===== src/rtl/adc_slot_capture.sv =====
// adc_slot_capture: reads 16-bit words from a serial ADC and re-times them onto a fixed slot grid.
// Build macro ADC_PARITY_CHECK_EN adds a trailing even-parity bit and discards words that fail it.
module adc_slot_capture #(
    parameter int SLOT_CYCLES = 256,
    parameter int SCLK_DIV    = 2
) (
    input  logic        clk,
    input  logic        reset_n,
    input  logic        adc_drdy_n,
    input  logic        adc_sdo,
    output logic        adc_cs_n,
    output logic        adc_sclk,
    output logic        slot_tick,
    output logic [15:0] sample_out,
    output logic        valid_out,
    output logic [15:0] miss_count,
    output logic        overrun,
    output logic [1:0]  read_state
);

`ifdef ADC_PARITY_CHECK_EN
    localparam int NBITS = 17;
`else
    localparam int NBITS = 16;
`endif

    localparam int DIV_W  = (SCLK_DIV > 1) ? $clog2(SCLK_DIV) : 1;
    localparam int BIT_W  = $clog2(NBITS + 1);
    localparam int SLOT_W = (SLOT_CYCLES > 1) ? $clog2(SLOT_CYCLES) : 1;

    localparam logic [DIV_W-1:0]  DIV_LAST  = DIV_W'(SCLK_DIV - 1);
    localparam logic [DIV_W-1:0]  DIV_ONE   = DIV_W'(1);
    localparam logic [BIT_W-1:0]  BIT_LAST  = BIT_W'(NBITS - 1);
    localparam logic [BIT_W-1:0]  BIT_ONE   = BIT_W'(1);
    localparam logic [SLOT_W-1:0] SLOT_LAST = SLOT_W'(SLOT_CYCLES - 1);
    localparam logic [SLOT_W-1:0] SLOT_ONE  = SLOT_W'(1);

    typedef enum logic [1:0] {
        IDLE  = 2'd0,
        SETUP = 2'd1,
        SHIFT = 2'd2,
        DONE  = 2'd3
    } state_t;

    state_t state;
    state_t state_nxt;

    logic drdy_s1;
    logic drdy_s2;
    logic drdy_prev;
    logic sdo_s1;
    logic sdo_s2;
    logic drdy_fall;

    logic [DIV_W-1:0]  div_cnt;
    logic [BIT_W-1:0]  bit_cnt;
    logic              sclk_q;
    logic [NBITS-1:0]  shift_q;
    logic              div_last;

    logic [15:0]       word_data;
    logic              word_good;
    logic              word_done;

    logic [SLOT_W-1:0] slot_cnt;
    logic              boundary;
    logic              pending;
    logic [15:0]       pending_word;
    logic [15:0]       miss_cnt_q;

    // Both ADC inputs are asynchronous; synchronisers reset to the idle-high level.
    always_ff @(posedge clk) begin
        if (!reset_n) begin
            drdy_s1   <= 1'b1;
            drdy_s2   <= 1'b1;
            drdy_prev <= 1'b1;
            sdo_s1    <= 1'b1;
            sdo_s2    <= 1'b1;
        end else begin
            drdy_s1   <= adc_drdy_n;
            drdy_s2   <= drdy_s1;
            drdy_prev <= drdy_s2;
            sdo_s1    <= adc_sdo;
            sdo_s2    <= sdo_s1;
        end
    end

    assign drdy_fall = drdy_prev & ~drdy_s2;
    assign div_last  = (div_cnt == DIV_LAST);

    always_ff @(posedge clk) begin
        if (!reset_n) begin
            state <= IDLE;
        end else begin
            state <= state_nxt;
        end
    end

    always_comb begin
        state_nxt = state;
        case (state)
            IDLE:    if (drdy_fall) state_nxt = SETUP;
            SETUP:   if (div_last) state_nxt = SHIFT;
            SHIFT:   if (div_last && sclk_q && (bit_cnt == BIT_LAST)) state_nxt = DONE;
            DONE:    state_nxt = IDLE;
            default: state_nxt = IDLE;
        endcase
    end

    always_comb begin
        adc_cs_n   = 1'b1;
        adc_sclk   = sclk_q;
        read_state = state;
        if ((state == SETUP) || (state == SHIFT)) begin
            adc_cs_n = 1'b0;
        end
    end

    // Each bit is a low half then a high half; data is captured as sclk rises,
    // and the final falling edge is what hands the word over to DONE.
    always_ff @(posedge clk) begin
        if (!reset_n) begin
            div_cnt <= '0;
            bit_cnt <= '0;
            sclk_q  <= 1'b0;
            shift_q <= '0;
        end else begin
            case (state)
                SETUP: begin
                    div_cnt <= div_last ? '0 : (div_cnt + DIV_ONE);
                end
                SHIFT: begin
                    if (div_last) begin
                        div_cnt <= '0;
                        sclk_q  <= ~sclk_q;
                        if (!sclk_q) begin
                            shift_q <= {shift_q[NBITS-2:0], sdo_s2};
                        end else begin
                            bit_cnt <= bit_cnt + BIT_ONE;
                        end
                    end else begin
                        div_cnt <= div_cnt + DIV_ONE;
                    end
                end
                default: begin
                    div_cnt <= '0;
                    bit_cnt <= '0;
                    sclk_q  <= 1'b0;
                end
            endcase
        end
    end

`ifdef ADC_PARITY_CHECK_EN
    assign word_data = shift_q[16:1];
    assign word_good = ((^shift_q[16:1]) == shift_q[0]);
`else
    assign word_data = shift_q[15:0];
    assign word_good = 1'b1;
`endif

    assign word_done = (state == DONE) && word_good;
    assign boundary  = (slot_cnt == SLOT_LAST);

    always_ff @(posedge clk) begin
        if (!reset_n) begin
            slot_cnt <= '0;
        end else begin
            slot_cnt <= boundary ? '0 : (slot_cnt + SLOT_ONE);
        end
    end

    // A word landing on the boundary cycle is not seen by that tick: the tick
    // consumes the old pending state and the new word waits for the next one.
    always_ff @(posedge clk) begin
        if (!reset_n) begin
            pending      <= 1'b0;
            pending_word <= '0;
            overrun      <= 1'b0;
        end else if (word_done) begin
            pending      <= 1'b1;
            pending_word <= word_data;
            if (pending && !boundary) begin
                overrun <= 1'b1;
            end
        end else if (boundary) begin
            pending <= 1'b0;
        end
    end

    // valid_out qualifies sample_out for the slot just closed; both change only
    // together with slot_tick and hold otherwise. There is no back-pressure.
    always_ff @(posedge clk) begin
        if (!reset_n) begin
            slot_tick  <= 1'b0;
            sample_out <= '0;
            valid_out  <= 1'b0;
            miss_cnt_q <= '0;
        end else begin
            slot_tick <= boundary;
            if (boundary) begin
                if (pending) begin
                    sample_out <= pending_word;
                    valid_out  <= 1'b1;
                end else begin
                    sample_out <= '0;
                    valid_out  <= 1'b0;
                    if (miss_cnt_q != 16'hFFFF) begin
                        miss_cnt_q <= miss_cnt_q + 16'd1;
                    end
                end
            end
        end
    end

    assign miss_count = miss_cnt_q;

endmodule


===== config.mk =====
export PLATFORM = sky130hd
export DESIGN_NAME = adc_slot_capture
export DESIGN_NICKNAME = d
export VERILOG_FILES = /design/src/rtl/adc_slot_capture.sv
export SDC_FILE = /design/constraint.sdc
export NUM_CORES = 1
export LEC_CHECK = 0
export CORE_ASPECT_RATIO = 0.5
export CORE_UTILIZATION = 45
export CTS_CLUSTER_DIAMETER = 120
export DETAILED_ROUTE_END_ITERATION = 7
export PLACE_DENSITY_LB_ADDON = 0.08
export REMOVE_ABC_BUFFERS = 1
export SYNTH_ARGS = -nofsm -noshare
export SYNTH_HDL_FRONTEND = slang
export SYNTH_SLANG_ARGS = --single-unit

===== constraint.sdc =====
create_clock -name clk -period 3.4 [get_ports clk]
set_input_delay 0.51 -clock clk [delete_from_list [all_inputs] [get_ports clk]]
set_output_delay 0.51 -clock clk [all_outputs]
set_load 0.1 [all_outputs]

# Yosys cells after proc, flatten, opt, wreduce, memory -nomap -nowiden
# Index checks and enable logic that the tools add are counted.
# word_totals
output_inout_bits,39
ff_bits,90
input_bits,4
# op_classes
add_sub_neg,4
n_reduce_logical,16
eq_ne,11
n_bitwise,7
mux,14
# op_table
operator,n
16-bit by 1-bit adder with 16-bit output (second input constant),1
16-bit 2-to-1 mux,1
16-bit inequality test (second input constant),1
3-bit AND reduction,4
5-bit 2-to-1 mux,2
2-bit inequality test (second input constant),5
5-bit one-hot mux with 2 select lines,1
8-bit by 1-bit adder with 8-bit output (second input constant),1
8-bit == test (second input constant),1
2-bit one-hot mux with 4 select lines,1
2-bit 2-to-1 mux,3
1-bit NOT,6
5-bit by 1-bit adder with 5-bit output (second input constant),1
5-bit by 4-bit == test with 1-bit output (second input constant),1
1-bit 2-to-1 mux,5
2-bit == test (second input constant),2
2-bit AND reduction,2
2-bit OR reduction,2
1-bit logical AND,3
3-bit OR reduction,1
2-bit by 1-bit == test with 1-bit output (second input constant),1
2-bit zero test,1
1-bit one-hot mux with 2 select lines,1
2-bit nonzero test,1
4 further kinds,4

# Logic depth before layout (Yosys ltp)
# logic_depth
depth_word,4
mapped_depth,8
mapped_depth_nobuf,7

# Least setup slack after synthesis
# Ideal clock, no wire load.
# synth_path
kind,register -> output
from,register state[0] (netlist: read_state[0])
to,output adc_cs_n
path_slack_ns,0.801
path_buffers,0
arrival_ns,2.089
required_time_ns,2.890
stages_incl_launch_ff,4
cell_sequence,dfxtp_1 > inv_1 > ha_1 > inv_1
# synth_between
elab_chain_len,3
# synth_rtl
element,line_no,rtl
start: declaration,45,state_t state;
start signal: assignment,95,state <= state_nxt;
2-bit by 1-bit == test with 1-bit output or 2-bit == test (tied branches),114,if ((state == SETUP) || (state == SHIFT)) begin
1-bit logical OR *,114,
1-bit 2-to-1 mux *,114,
end: declaration,11,"output logic adc_cs_n,"
# Mark *: on every way between the ends. The rest lies on a longest branch, timed or not.

# Worst setup path in the final report
# layout_path
from,register miss_cnt_q[5] (netlist: miss_count[5])
to,output miss_count[5]
# layout_lines
element,line_no,rtl
start: declaration,69,logic [15:0] miss_cnt_q;
start signal: assignment,209,miss_cnt_q <= miss_cnt_q + 16'd1;
end: declaration,16,"output logic [15:0] miss_count,"
# No word-level cell between the ends.

==> impl_metrics.csv <==
group,metric,value,unit
finish,final_nets,410,
clock_network,cts_hold_buf,0,
yosys,ys_seq_area_frac,0.516,
clock_network,htreeDepth,3,
sta,fin_tns_setup,0,ns
power_and_ir_drop,cellLeakagePower,1.45,nW
sta,fmax,0.401,GHz
clock_network,clock-sinks,90,
routing,viasPerCell,5.41,
place,gp_congestion,0.824,
worst_setup_path,r2r_end,"miss_count[11]",
worst_hold_path,whs_endpoint,"drdy_s2",
place,hpwl,4460,um
sta,worst_pin_slew,1.07,ns
sta,hold_violations,0,
worst_setup_path,required,2.89,ns
clock_network,cts-buffers-inserted,9,
worst_hold_path,hold_class,"reg2reg",
sta,clock-skew-final,0.00293,ns
worst_setup_path,crit_chain,"clkdlybuf4s50_1",
place,port_buffers,42,
routing,routedWlPerCell,13.8,um
routing,first_iter_violations,215,
yosys,syn_area_per_cell,9.57,um2
sta,finalSetupViolCount,0,
clock_network,clock_latency,0.33,ns
power_and_ir_drop,power,2.38,mW
finish,layout_commonest_cell,"dfxtp_1",
die,dieArea,8140,um2
routing,vias,2702,
yosys,synthAdderAreaFrac,0.0287,
yosys,yosysUniqueCellTypes,46,
finish,drive_gt1_frac,0.0620,
clock_network,cts_tree,"built",
worst_setup_path,r2r_slack,1.32,ns
yosys,synth_top_family_by_area,"simple AND/OR/NAND/NOR gates",
die,initial_core_util,0.470,
grt,antenna_found_initial,0,
finish,diodes,0,
yosys,synth_mux_area_frac,0.0487,
power_and_ir_drop,vdd.ir_drop.worst,0.312,mV
sta,rsz0062_at_grt,"no",
yosys,netlist_area,3490,um2
routing,drt-total-wl,6880,um
worst_setup_path,critical_path.startpoint_type,"flop",
die,ioPinCount,43,
sta,period_needed,2.49,ns
routing,drtAntennaViolNets,0,
sta,slew_viol_final,0,
yosys,synth-simple-area-share,0.198,
grt,grt_pass1_vias,2586,
die,dieWidth,127,um
worst_setup_path,max_stage_delay,1.19,ns
clock_network,max-clock-path-buffers,2,
run,maxCapViolCount,0,
worst_setup_path,end_kind,"primary output",
grt,grt_max_degree,44,
sta,fin_crit_sh,0.733,
clock_network,cts_root_buf,"clkbuf_16",
yosys,synth-compound-area-share,0.148,
finish,layout_common_cells,"dfxtp_1, clkdlybuf4s50_1, nand2_1, a21oi_1, nor2_1",
yosys,synthArstFlopShare,0,
worst_setup_path,crit_fanout,8,
worst_hold_path,hold_start,"drdy_s1",
die,die_h,64.3,um
worst_setup_path,r2r_start,"slot_cnt[0]",
clock_network,cts.clk_slew.worst_paths,0.06,ns
grt,grt-ovfl-total,0,
power_and_ir_drop,powerDensity,564,nW/um2
finish,area.growth.synth_to_final,21.0,%
routing,drc,0,
yosys,ys_seq_elements,90,
sta,slew_headroom,0.288,
yosys,syn_inst,365,
worst_setup_path,critical_path_class,"reg2out",
outcome,status,"completed",
worst_setup_path,r2r_cells,5,
die,rows,22,
grt,grt_use_total,0.190,
worst_setup_path,critPathBufInv,1,
yosys,ys.flop_type,"dfxtp_1",
worst_setup_path,crit_path_top_delay_cell,"clkdlybuf4s50_1",
yosys,synth-edff-count,0,
finish,nFillCells,676,
yosys,yosysWarnings,0,
clock_network,post_cts_resized,0,
yosys,synth_xor_area_frac,0.0201,
routing,firstDrtPassIters,4,
worst_hold_path,whs_path_depth,1,
worst_setup_path,crit_family,"buffers and inverters",
clock_network,postCtsSetupBuffers,0,
worst_setup_path,cp_data_arrival_time,1.98,ns
grt,grt_pass1_wl,12100,um
die,coreArea,7430,um2
==> final cells by class <==
class	instances	area (um2)	share of cell area
clock inverters	6	41.3	0.00977
flip-flops and latches	90	1800	0.426
multi-input cells	244	1550	0.366
well taps	96	120	0.0284
clock buffers	10	239	0.0565
inverters	10	37.5	0.00888
repair buffers	43	438	0.104
==> registers in the layout, summed over array words and instances (netlist names), 2 cells and up <==
signal and count:
sample_out 16, pending_word 16, shift_q 16, bit_cnt 5, slot_cnt 8, read_state 2, miss_count 16
==> Yosys cell counts, types with 3 or more instances <==
library cell	instances	area share
a21oi_1	34	0.049
a22o_1	16	0.040
and3_1	6	0.011
and4_1	6	0.015
buf_2	5	0.0072
clkbuf_1	12	0.013
dfxtp_1	90	0.52
ha_1	8	0.029
inv_1	10	0.011
mux2i_1	17	0.049
nand2_1	39	0.042
nand2b_1	6	0.011
nand3_1	13	0.019
nor2_1	32	0.034
o21ai_0	7	0.010
o31ai_1	9	0.019
or3_1	3	0.0054
or4_1	9	0.019
xnor2_1	3	0.0075
xor2_1	5	0.013
==> cell families (layout without fill, tap and decap cells) <==
family | count (synthesis) | count (layout)
AOI/OAI and AO/OA | 79 | 79
xor gates and xnor gates | 8 | 8
adders and majority gates | 8 | 8
buffers and inverters | 31 | 69
DFF | 90 | 90
muxes | 17 | 17
and+or+nand+nor | 132 | 132
==> worst max path at each step <==
stage	start	endpoint	slack, ns	cells after the start
after detailed placement	reset_n	sample_out[9]	1.10	4
after CTS	miss_count[5]	miss_count[5]	0.91	1
final	miss_count[5]	miss_count[5]	0.91	1
after global placement	reset_n	sample_out[6]	1.17	4
after global routing	miss_count[5]	miss_count[5]	0.86	1
after floorplan	read_state[0]	adc_cs_n	0.80	3
==> routing by layer <==
layer | global-route usage | share of wire | up-vias
li1 | - | - | 1367
met1 | 0.245 | 0.51 | 1278
met2 | 0.302 | 0.44 | 47
met3 | 0.0570 | 0.037 | 10
met4 | 0.0678 | 0.012 | 0
met5 | 0 | 0 | -
==> stage by stage <==
step	hold slack (ns)	worst slack, ns	instance area [um2]	cells	util
3_5_place_dp	0.392	1.10	3950	483	0.531
4_1_cts	0.408	0.911	4230	499	0.569
5_1_grt	0.426	0.858	4230	499	0.569
6_report	0.407	0.907	4230	499	0.569
2_1_floorplan	0.386	0.801	3390	344	-
3_3_place_gp	0.393	1.17	3950	483	0.531
==> power breakdown <==
group,internal [mW],switching [mW],total [mW]
combinational,0.0951,0.268,0.363
sequential,1.08,0.0249,1.10
clock,0.514,0.402,0.917
total,1.69,0.696,2.38
(Power assumes the default switching activity.)
